File: src/rtl/mult_pkg.sv
// Shared types and helpers for the sequential shift-add multiplier.
package mult_pkg;

    typedef enum logic [1:0] {
        ST_IDLE = 2'd0,
        ST_RUN  = 2'd1,
        ST_FIX  = 2'd2,
        ST_DONE = 2'd3
    } state_t;

    localparam int BUS_DEFAULT = 32;
    localparam int CNT_W       = $clog2(BUS_DEFAULT);
    localparam int MAX_W       = 64;
    localparam int MAX_IW      = $clog2(MAX_W);

    // Magnitude of the low w bits of v; only negated when signed_op and its MSB is set.
    // The most negative value maps to itself, which reads correctly as unsigned.
    function automatic logic [MAX_W-1:0] abs_if_signed(input logic [MAX_W-1:0] v,
                                                       input int unsigned      w,
                                                       input logic             signed_op);
        logic [MAX_W-1:0]  mask;
        logic [MAX_IW-1:0] msb;
        mask = (w >= MAX_W) ? '1 : ((MAX_W'(1) << w) - MAX_W'(1));
        msb  = MAX_IW'(w - 1);
        if (signed_op && v[msb]) begin
            return (~v + MAX_W'(1)) & mask;
        end
        return v & mask;
    endfunction

endpackage

File: src/rtl/sumador_parametrizable.sv
// N-bit adder with a gated b operand: sum = a + (c2 ? b : 0) + cin, carry-out dropped.
module sumador_parametrizable #(
    parameter int N = 64
) (
    input  logic [N-1:0] a,
    input  logic [N-1:0] b,
    input  logic         c2,
    input  logic         cin,
    output logic [N-1:0] sum,
    output logic         overflow
);

    logic [N-1:0] b_eff;

    assign b_eff    = c2 ? b : '0;
    assign sum      = a + b_eff + N'(cin);
    assign overflow = (a[N-1] == b_eff[N-1]) && (sum[N-1] != a[N-1]);

endmodule

File: src/rtl/multiplicador_secuencial.sv
// Iterative MULT/MULTU unit: one shift-add per cycle, sign fix-up, then HI/LO update.
// Optional macro MULT_EARLY_TERM_EN leaves RUN as soon as the remaining multiplier is zero.
module multiplicador_secuencial
    import mult_pkg::*;
#(
    parameter int bus = BUS_DEFAULT
) (
    input  logic           clk,
    input  logic           rst,
    input  logic           start,
    input  logic           signed_op,
    input  logic [bus-1:0] a,
    input  logic [bus-1:0] b,
    output logic           busy,
    output logic           done,
    output logic [bus-1:0] hi,
    output logic [bus-1:0] lo
);

    localparam int            CW   = $clog2(bus);
    localparam int            W2   = 2 * bus;
    localparam logic [CW-1:0] LAST = CW'(bus - 1);

    state_t          state_q, state_d;
    logic            sign_q, sign_d;
    logic [W2-1:0]   acc_q, acc_d;
    logic [W2-1:0]   mcand_q, mcand_d;
    logic [bus-1:0]  mplier_q, mplier_d;
    logic [CW-1:0]   count_q, count_d;
    logic [bus-1:0]  hi_q, hi_d;
    logic [bus-1:0]  lo_q, lo_d;

    logic            accept;
    logic            run_exit;
    logic [bus-1:0]  mag_a, mag_b;
    logic [MAX_W-bus-1:0] mag_a_hi_unused, mag_b_hi_unused;

    logic [W2-1:0]   add_a, add_b, add_sum, fix_result;
    logic            add_c2, add_cin, add_ovf_unused;

    assign {mag_a_hi_unused, mag_a} = abs_if_signed(MAX_W'(a), bus, signed_op);
    assign {mag_b_hi_unused, mag_b} = abs_if_signed(MAX_W'(b), bus, signed_op);

    assign accept = start && (state_q == ST_IDLE || state_q == ST_DONE);

`ifdef MULT_EARLY_TERM_EN
    assign run_exit = (count_q == LAST) || (mplier_q[bus-1:1] == '0);
`else
    assign run_exit = (count_q == LAST);
`endif

    // The single adder accumulates in RUN and negates (~acc + 1) in FIX.
    always_comb begin
        // NOTE: every comb output gets a default first so no path leaves it unassigned (no latch).
        add_a   = acc_q;
        add_b   = mcand_q;
        add_c2  = mplier_q[0];
        add_cin = 1'b0;
        if (state_q == ST_FIX) begin
            add_a   = ~acc_q;
            add_c2  = 1'b0;
            add_cin = 1'b1;
        end
    end

    sumador_parametrizable #(.N(W2)) u_sumador (
        .a        (add_a),
        .b        (add_b),
        .c2       (add_c2),
        .cin      (add_cin),
        .sum      (add_sum),
        .overflow (add_ovf_unused)
    );

    assign fix_result = sign_q ? add_sum : acc_q;

    always_ff @(posedge clk) begin
        // NOTE: sequential state uses non-blocking assignments so all registers update together.
        if (rst) begin
            state_q <= ST_IDLE;
        end else begin
            state_q <= state_d;
        end
    end

    always_comb begin
        state_d = state_q;
        case (state_q)
            ST_IDLE: if (start) state_d = ST_RUN;
            ST_RUN:  if (run_exit) state_d = ST_FIX;
            ST_FIX:  state_d = ST_DONE;
            ST_DONE: state_d = start ? ST_RUN : ST_IDLE;
            default: state_d = ST_IDLE;
        endcase
    end

    always_comb begin
        busy = (state_q == ST_RUN) || (state_q == ST_FIX);
        done = (state_q == ST_DONE);
    end

    always_comb begin
        sign_d   = sign_q;
        acc_d    = acc_q;
        mcand_d  = mcand_q;
        mplier_d = mplier_q;
        count_d  = count_q;
        hi_d     = hi_q;
        lo_d     = lo_q;
        if (accept) begin
            sign_d   = signed_op & (a[bus-1] ^ b[bus-1]);
            acc_d    = '0;
            mcand_d  = {{bus{1'b0}}, mag_a};
            mplier_d = mag_b;
            count_d  = '0;
        end else if (state_q == ST_RUN) begin
            acc_d    = add_sum;
            mcand_d  = mcand_q << 1;
            mplier_d = mplier_q >> 1;
            count_d  = count_q + 1'b1;
        end else if (state_q == ST_FIX) begin
            acc_d = fix_result;
            hi_d  = fix_result[W2-1:bus];
            lo_d  = fix_result[bus-1:0];
        end
    end

    always_ff @(posedge clk) begin
        if (rst) begin
            sign_q   <= 1'b0;
            acc_q    <= '0;
            mcand_q  <= '0;
            mplier_q <= '0;
            count_q  <= '0;
            hi_q     <= '0;
            lo_q     <= '0;
        end else begin
            sign_q   <= sign_d;
            acc_q    <= acc_d;
            mcand_q  <= mcand_d;
            mplier_q <= mplier_d;
            count_q  <= count_d;
            hi_q     <= hi_d;
            lo_q     <= lo_d;
        end
    end

    assign hi = hi_q;
    assign lo = lo_q;

endmodule

File: config.mk
export PLATFORM = sky130hd
export DESIGN_NAME = multiplicador_secuencial
export DESIGN_NICKNAME = d
export VERILOG_FILES = /design/src/rtl/mult_pkg.sv /design/src/rtl/sumador_parametrizable.sv /design/src/rtl/multiplicador_secuencial.sv
export SDC_FILE = /design/constraint.sdc
export NUM_CORES = 1
export LEC_CHECK = 0
export BUFFER_PORTS_ARGS = -buffer_cell sky130_fd_sc_hd__clkbuf_2
export CORE_UTILIZATION = 60
export DETAILED_ROUTE_END_ITERATION = 8
export GPL_TIMING_DRIVEN = 1
export PLACE_DENSITY = 0.8
export RECOVER_POWER = 100
export SETUP_SLACK_MARGIN = 0.2
export SLEW_MARGIN = 15
export SYNTH_ARGS = -nofsm -noshare
export SYNTH_HDL_FRONTEND = slang
export SYNTH_SLANG_ARGS = --single-unit
File: constraint.sdc
create_clock -name clk -period 4.85 [get_ports clk]
set_input_delay 0.2425 -clock clk [delete_from_list [all_inputs] [get_ports clk]]
set_output_delay 0.2425 -clock clk [all_outputs]
set_load 0.03 [all_outputs]
# Yosys cells after proc, flatten, opt, wreduce, memory -nomap -nowiden
# Index checks and enable logic that the tools add are counted.
# W data, S select, Z words.
# word_totals
register_bits	232
input_bits	68
output_inout_bits	66
word_cells	59
# classes
n_addsub	5
eq_ne	6
n_mux	21
bitwise_logic	7
n_reduce_logical	11
# ops
cell	n
$mux W64	5
$mux W32	8
$add A32 B1 Y32 const B	2
$add A64 B1 Y64	1
$add A64 B64 Y64	1
$not A32 Y32	2
$not A64 Y64	1
$pmux W2 S4	1
$add A5 B1 Y5 const B	1
$eq A5 B5 Y1 const B	1
$mux W1	5
$eq A2 B2 Y1 const B	2
$mux W2	2
$ne A2 B2 Y1 const B	2
$reduce_bool A2 Y1	2
$logic_and A1 B1 Y1	3
$reduce_and A3 Y1	1
$eq A2 B1 Y1 const B	1
$logic_not A2 Y1	1
$logic_or A1 B1 Y1	2
$not A1 Y1	2
$reduce_and A2 Y1	1
$reduce_or A2 Y1	1
$and A1 B1 Y1	1
$xor A1 B1 Y1	1

# Longest topological paths before layout
# depth
word_depth	8
ltp_mapped	18
ltp_nobuf	15

# Modules after synthesis
# From an unflattened synthesis, not the netlist that was laid out.
# hier_totals
hier_cells	1932
hier_area_um2	15653.8
# by_module_without_submodules
module	n_inst	cells_each	area_per_inst_um2	seq_area_each_um2
multiplicador_secuencial	1	1285	11303.3	4644.5
sumador_parametrizable	1	647	4350.4	0.0

# Worst setup path after synthesis
# No wires, ideal clock.
# synth_path
kind	flip-flop to flip-flop
startpoint	register state_q[0]
endpoint	register hi_q[4], in the netlist hi[4]
arrival_time_ps	3878
t_required_ps	4736
slack_ps	857
path_stages_with_launch	18
n_path_buf	3
period_less_slack_ps	3993
path_cell_list	dfxtp_1 inv_1 ha_1 buf_2 buf_1 xor2_1 fa_1 a21oi_1 o21ai_1 o2111a_2 o211ai_4 a21boi_1 o21a_1 or2_1 buf_2 a21oi_1 xor2_1 a2111oi_0
# synth_via
elab_chain_cells	6
elab_cells_between_ends	16
# synth_rtl
item	line_no	source
start, declared	multiplicador_secuencial.sv:24	state_t state_q, state_d;
start signal, assigned	multiplicador_secuencial.sv:82	state_q <= state_d;
$eq A2 B2 Y1	multiplicador_secuencial.sv:59, multiplicador_secuencial.sv:121	
$mux W1	multiplicador_secuencial.sv:59	if (state_q == ST_FIX) begin
$mux W64	sumador_parametrizable.sv:15	assign b_eff = c2 ? b : '0;
$add A64 B64 Y64	sumador_parametrizable.sv:16	assign sum = a + b_eff + N'(cin);
$add A64 B1 Y64	sumador_parametrizable.sv:16	
$mux W64	multiplicador_secuencial.sv:75	assign fix_result = sign_q ? add_sum : acc_q;
end signal, assigned	multiplicador_secuencial.sv:143	hi_q <= hi_d;
end, declared	multiplicador_secuencial.sv:30	logic [bus-1:0] hi_q, hi_d;
# Several ways; a longest one is shown, not always the timed one.
# A chain may end at the register's enable or synchronous reset.

# Worst setup path in the final report
# layout_path
startpoint	register state_q[0]
endpoint	register hi_q[0], in the netlist hi[0]
# Same word-level chain as after synthesis.

==> summary.txt <==
Run status
  • Status: complete, but fails checks
  • Failing checks: capacitance limit, slew limit

Final layout
  • Antenna diodes: 0
  • Final Non-Filler Cells: 2370
  • Area occupied by registers: 4650 um^2
  • Area occupied by multi-input gates: 10200 um^2
  • Fill count: 2188
  • Layout cells sized above 1: 0.0789
  • Utilization after layout: 0.683
  • Area grow syn2layout: 11.3%
  • Final #Nets: 2161

CTS
  • Clock Root Buffer: clkbuf_16
  • Clk slew on worst S/H paths: 0.06 ns
  • TritonCTS clock tree: yes
  • Htree depth: 1
  • Deepest clock path buffer count: 3
  • Clk Latency, worst-skew pair: 0.55 ns
  • Clock Sinks: 232
  • CTS Buf Count: 26

Timing
  • Pins Over Slew Limit: 208
  • Post-layout minimum cycle time: 4.50 ns
  • Worst clock skew: 0.0134 ns
  • Slew HR: -0.742
  • F_max: ~220 MHz
  • Fin Hold WS: around 0.026 ns
  • Hold Violations, Final: 0
  • Setup Viol. Count Final: 0
  • Final clock period utilization by the worst path: 0.927
  • Setup_tns: 0 ns
  • RSZ-0062 raised after global routing: yes
  • Worst slew pin tran: 2.61 ns

Yosys
  • Largest area contributor in the netlist: dfxtp_1
  • Yosys top cell area share: 0.300
  • Asr flop ratio synth: 0
  • Main synth FF type: dfxtp_1
  • Post-synth top cells: nor2_1 (240), dfxtp_1 (232), nand2_1 (201), a21oi_1 (184), xor2_1 (124)
  • Synth Instances: 1961
  • Yosys cell types: approximately 70
  • Number of synthesized flops with an enable pin: 0
  • Register bit total from synthesis: approximately 230
  • Top-count cell post-synth: nor2_1
  • Synth area leaders: dfxtp_1 (30%), mux2i_1 (7.7%), xor2_1 (7.0%)
  • Synthesized area: approximately 16000 um^2
  • Syn Nets: 2102
  • Post-synthesis sequential area ratio: 0.300
  • Syn_area_per_cell: 7.91 um^2
  • Yosys warns: 0

Setup path
  • Worst path cell trace: inv_1, ha_1, nor2b_2, buf_12, and2_1, fa_1, a21oi_1, o21ai_0, o2111a_1, o211ai_4, a21boi_1, o21a_1, or2_0, a21oi_2, xnor2_1, a2111oi_1
  • Worst r2r src: state_q[0]$_SDFFE_PP0P_
  • Worst-path fanout max: 43
  • Crit path launch type: flop
  • Critical Path Start: state_q[0]$_SDFFE_PP0P_
  • Slowest stage delay, CP: 0.45 ns
  • Worst setup EP type: flop
  • Slowest-stage cell, CP: a2111oi_1
  • Critical path class: reg2reg
  • Worst path arrival time: 4.90 ns
  • Req. time, crit path: approximately 5.3 ns

Placement
  • DP Wirelength: 30500 um
  • Cell total after placement: 2319
  • IO buf count: 133
  • Placer Congestion: 0.997

Power
  • Cell Pwr Density: around 520 nW/um^2
  • Register share of total power: 0.295
  • Leak pwr: 0.00708 uW
  • Int Power: 5130 uW
  • Total power: approximately 9000 uW
  • Total net switching power: ~3800 uW
  • Fraction of power spent switching nets: 0.426
  • Clock share of power: 0.249
  • Worst vdd ir: 0.366 mV
  • Combinational fraction of design power: 0.457

Route
  • Vias: 14.4k
  • Detail Route Antenna Nets: 0
  • DRC: 0
  • WL final: 42500 um
  • Routed length per instance: 17.9 um
  • Mean number of vias per cell: between 6 and 7
  • DRT iter0 DRCs: 1024
  • TritonRoute pass-1 iters: 5

Die
  • Initial Util: 0.614
  • Die W: 163 um
  • Core area: between 20000 and 30000 um^2
  • # IOs: 134
  • Die Y: 163 um
  • Die ar.: 26500 um^2
  • Rows: between 50 and 60

Global route
  • Total Routing Usage GR: 0.317
  • First-pass GRT wire length: 68400 um
  • GRT overflow: 0
  • Initial antenna violation count: 0
  • Vias in the first global route: 13.4k
  • Largest net degree at the start of global routing: ~120

Worst hold path
  • HP Start: b[1]
  • HP Class: in2reg

Flow run
  • Maxcap violations: 3
metal layers:
| layer | up-vias | track usage | share of wire |
|---|---|---|---|
| li1 | 7069 | - | - |
| met3 | 70 | 0.0476 | 0.075 |
| met1 | 6779 | 0.455 | 0.47 |
| met2 | 497 | 0.490 | 0.43 |
| met4 | 0 | 0.0909 | 0.024 |
| met5 | - | 0 | 0 |
critical path, delay by kind of cell, from the launching register on:
family | cells | cell delay (ns)
compound gates | 8 | 2.07
xor+xnor | 1 | 0.11
fa+ha+maj | 2 | 0.78
buf+inv | 2 | 0.40
flops | 1 | 0.33
simple gates | 3 | 0.66
power by group through the flow:
| stage | logic (uW) | clock network, uW | registers, uW |
|---|---|---|---|
| after floorplan | 2830 | 0 | 2770 |
| after global placement | 3960 | 0 | 2640 |
| after detailed placement | 4030 | 0 | 2660 |
| after CTS | 4060 | 2240 | 2620 |
| after global routing | 4450 | 2320 | 2680 |
| final | 4080 | 2220 | 2630 |
state kept, by name, indices dropped and copies added, names as in the netlist:
name      cells
lo           32
hi           32
sign_q        1
add_b        64
state_q       2
acc_q        64
count_q       5
mplier_q     32
cell type report:
class	count	area share
Tap cell	330	0.0239
Multi-Input combinational cell	1559	0.594
Clock buffer	38	0.0444
Timing Repair Buffer	162	0.0478
Sequential cell	232	0.269
Clock inverter	10	0.0124
Inverter	39	0.00848
path summary, 6_finish.rpt:
| kind | end | slack [ns] | cells after the start |
|---|---|---|---|
| setup / recovery | hi[0]$_SDFFE_PP0P_ | 0.35 | 16 |
| hold / removal | mplier_q[1]$_SDFFE_PP0P_ | 0.03 | 3 |
| setup reg to reg | hi[0]$_SDFFE_PP0P_ | 0.35 | 16 |
| hold reg to reg | acc_q[6]$_SDFFE_PP0P_ | 0.48 | 2 |
logic make-up after synthesis:
logic type	after synthesis	synth area share
compound gates	525	0.224
xor+xnor	186	0.105
fa+ha+maj	73	0.0594
buf+inv	170	0.0421
flops	232	0.300
mux	121	0.0782
simple gates	654	0.192
stage by stage:
step           area, um^2  setup slack [ns]
2_1_floorplan       15500             0.857
3_3_place_gp        16400             0.385
3_5_place_dp        16400             0.218
4_1_cts             17400             0.253
5_1_grt             17300            0.0693
6_report            17300             0.355
what timing repair did:
| item | CTS | global route |
|---|---|---|
| gates cloned | 0 | 0 |
| resized for setup | 1 | 6 |
| hold endpoints to repair | 2 | 0 |
| setup buffers | 0 | 1 |
| hold buffers | 2 | 0 |
| endpoints found under the setup margin | 1 | 7 |
layout by cell type, fill, tap and decap left out, types with 33 or more instances in the layout:
master	netlist	final
xnor2_1	62	62
nor2_1	240	240
nand2_1	201	201
mux2i_1	120	120
xor2_1	124	124
clkbuf_2	0	68
clkbuf_1	96	72
dfxtp_1	232	231
ha_1	72	71
a211oi_1	121	122
o21ai_0	45	50
a21o_1	33	33
a21oi_1	184	183
inv_1	39	39
and2_1	71	71
Note: power is estimated with default switching activity, not from simulation.
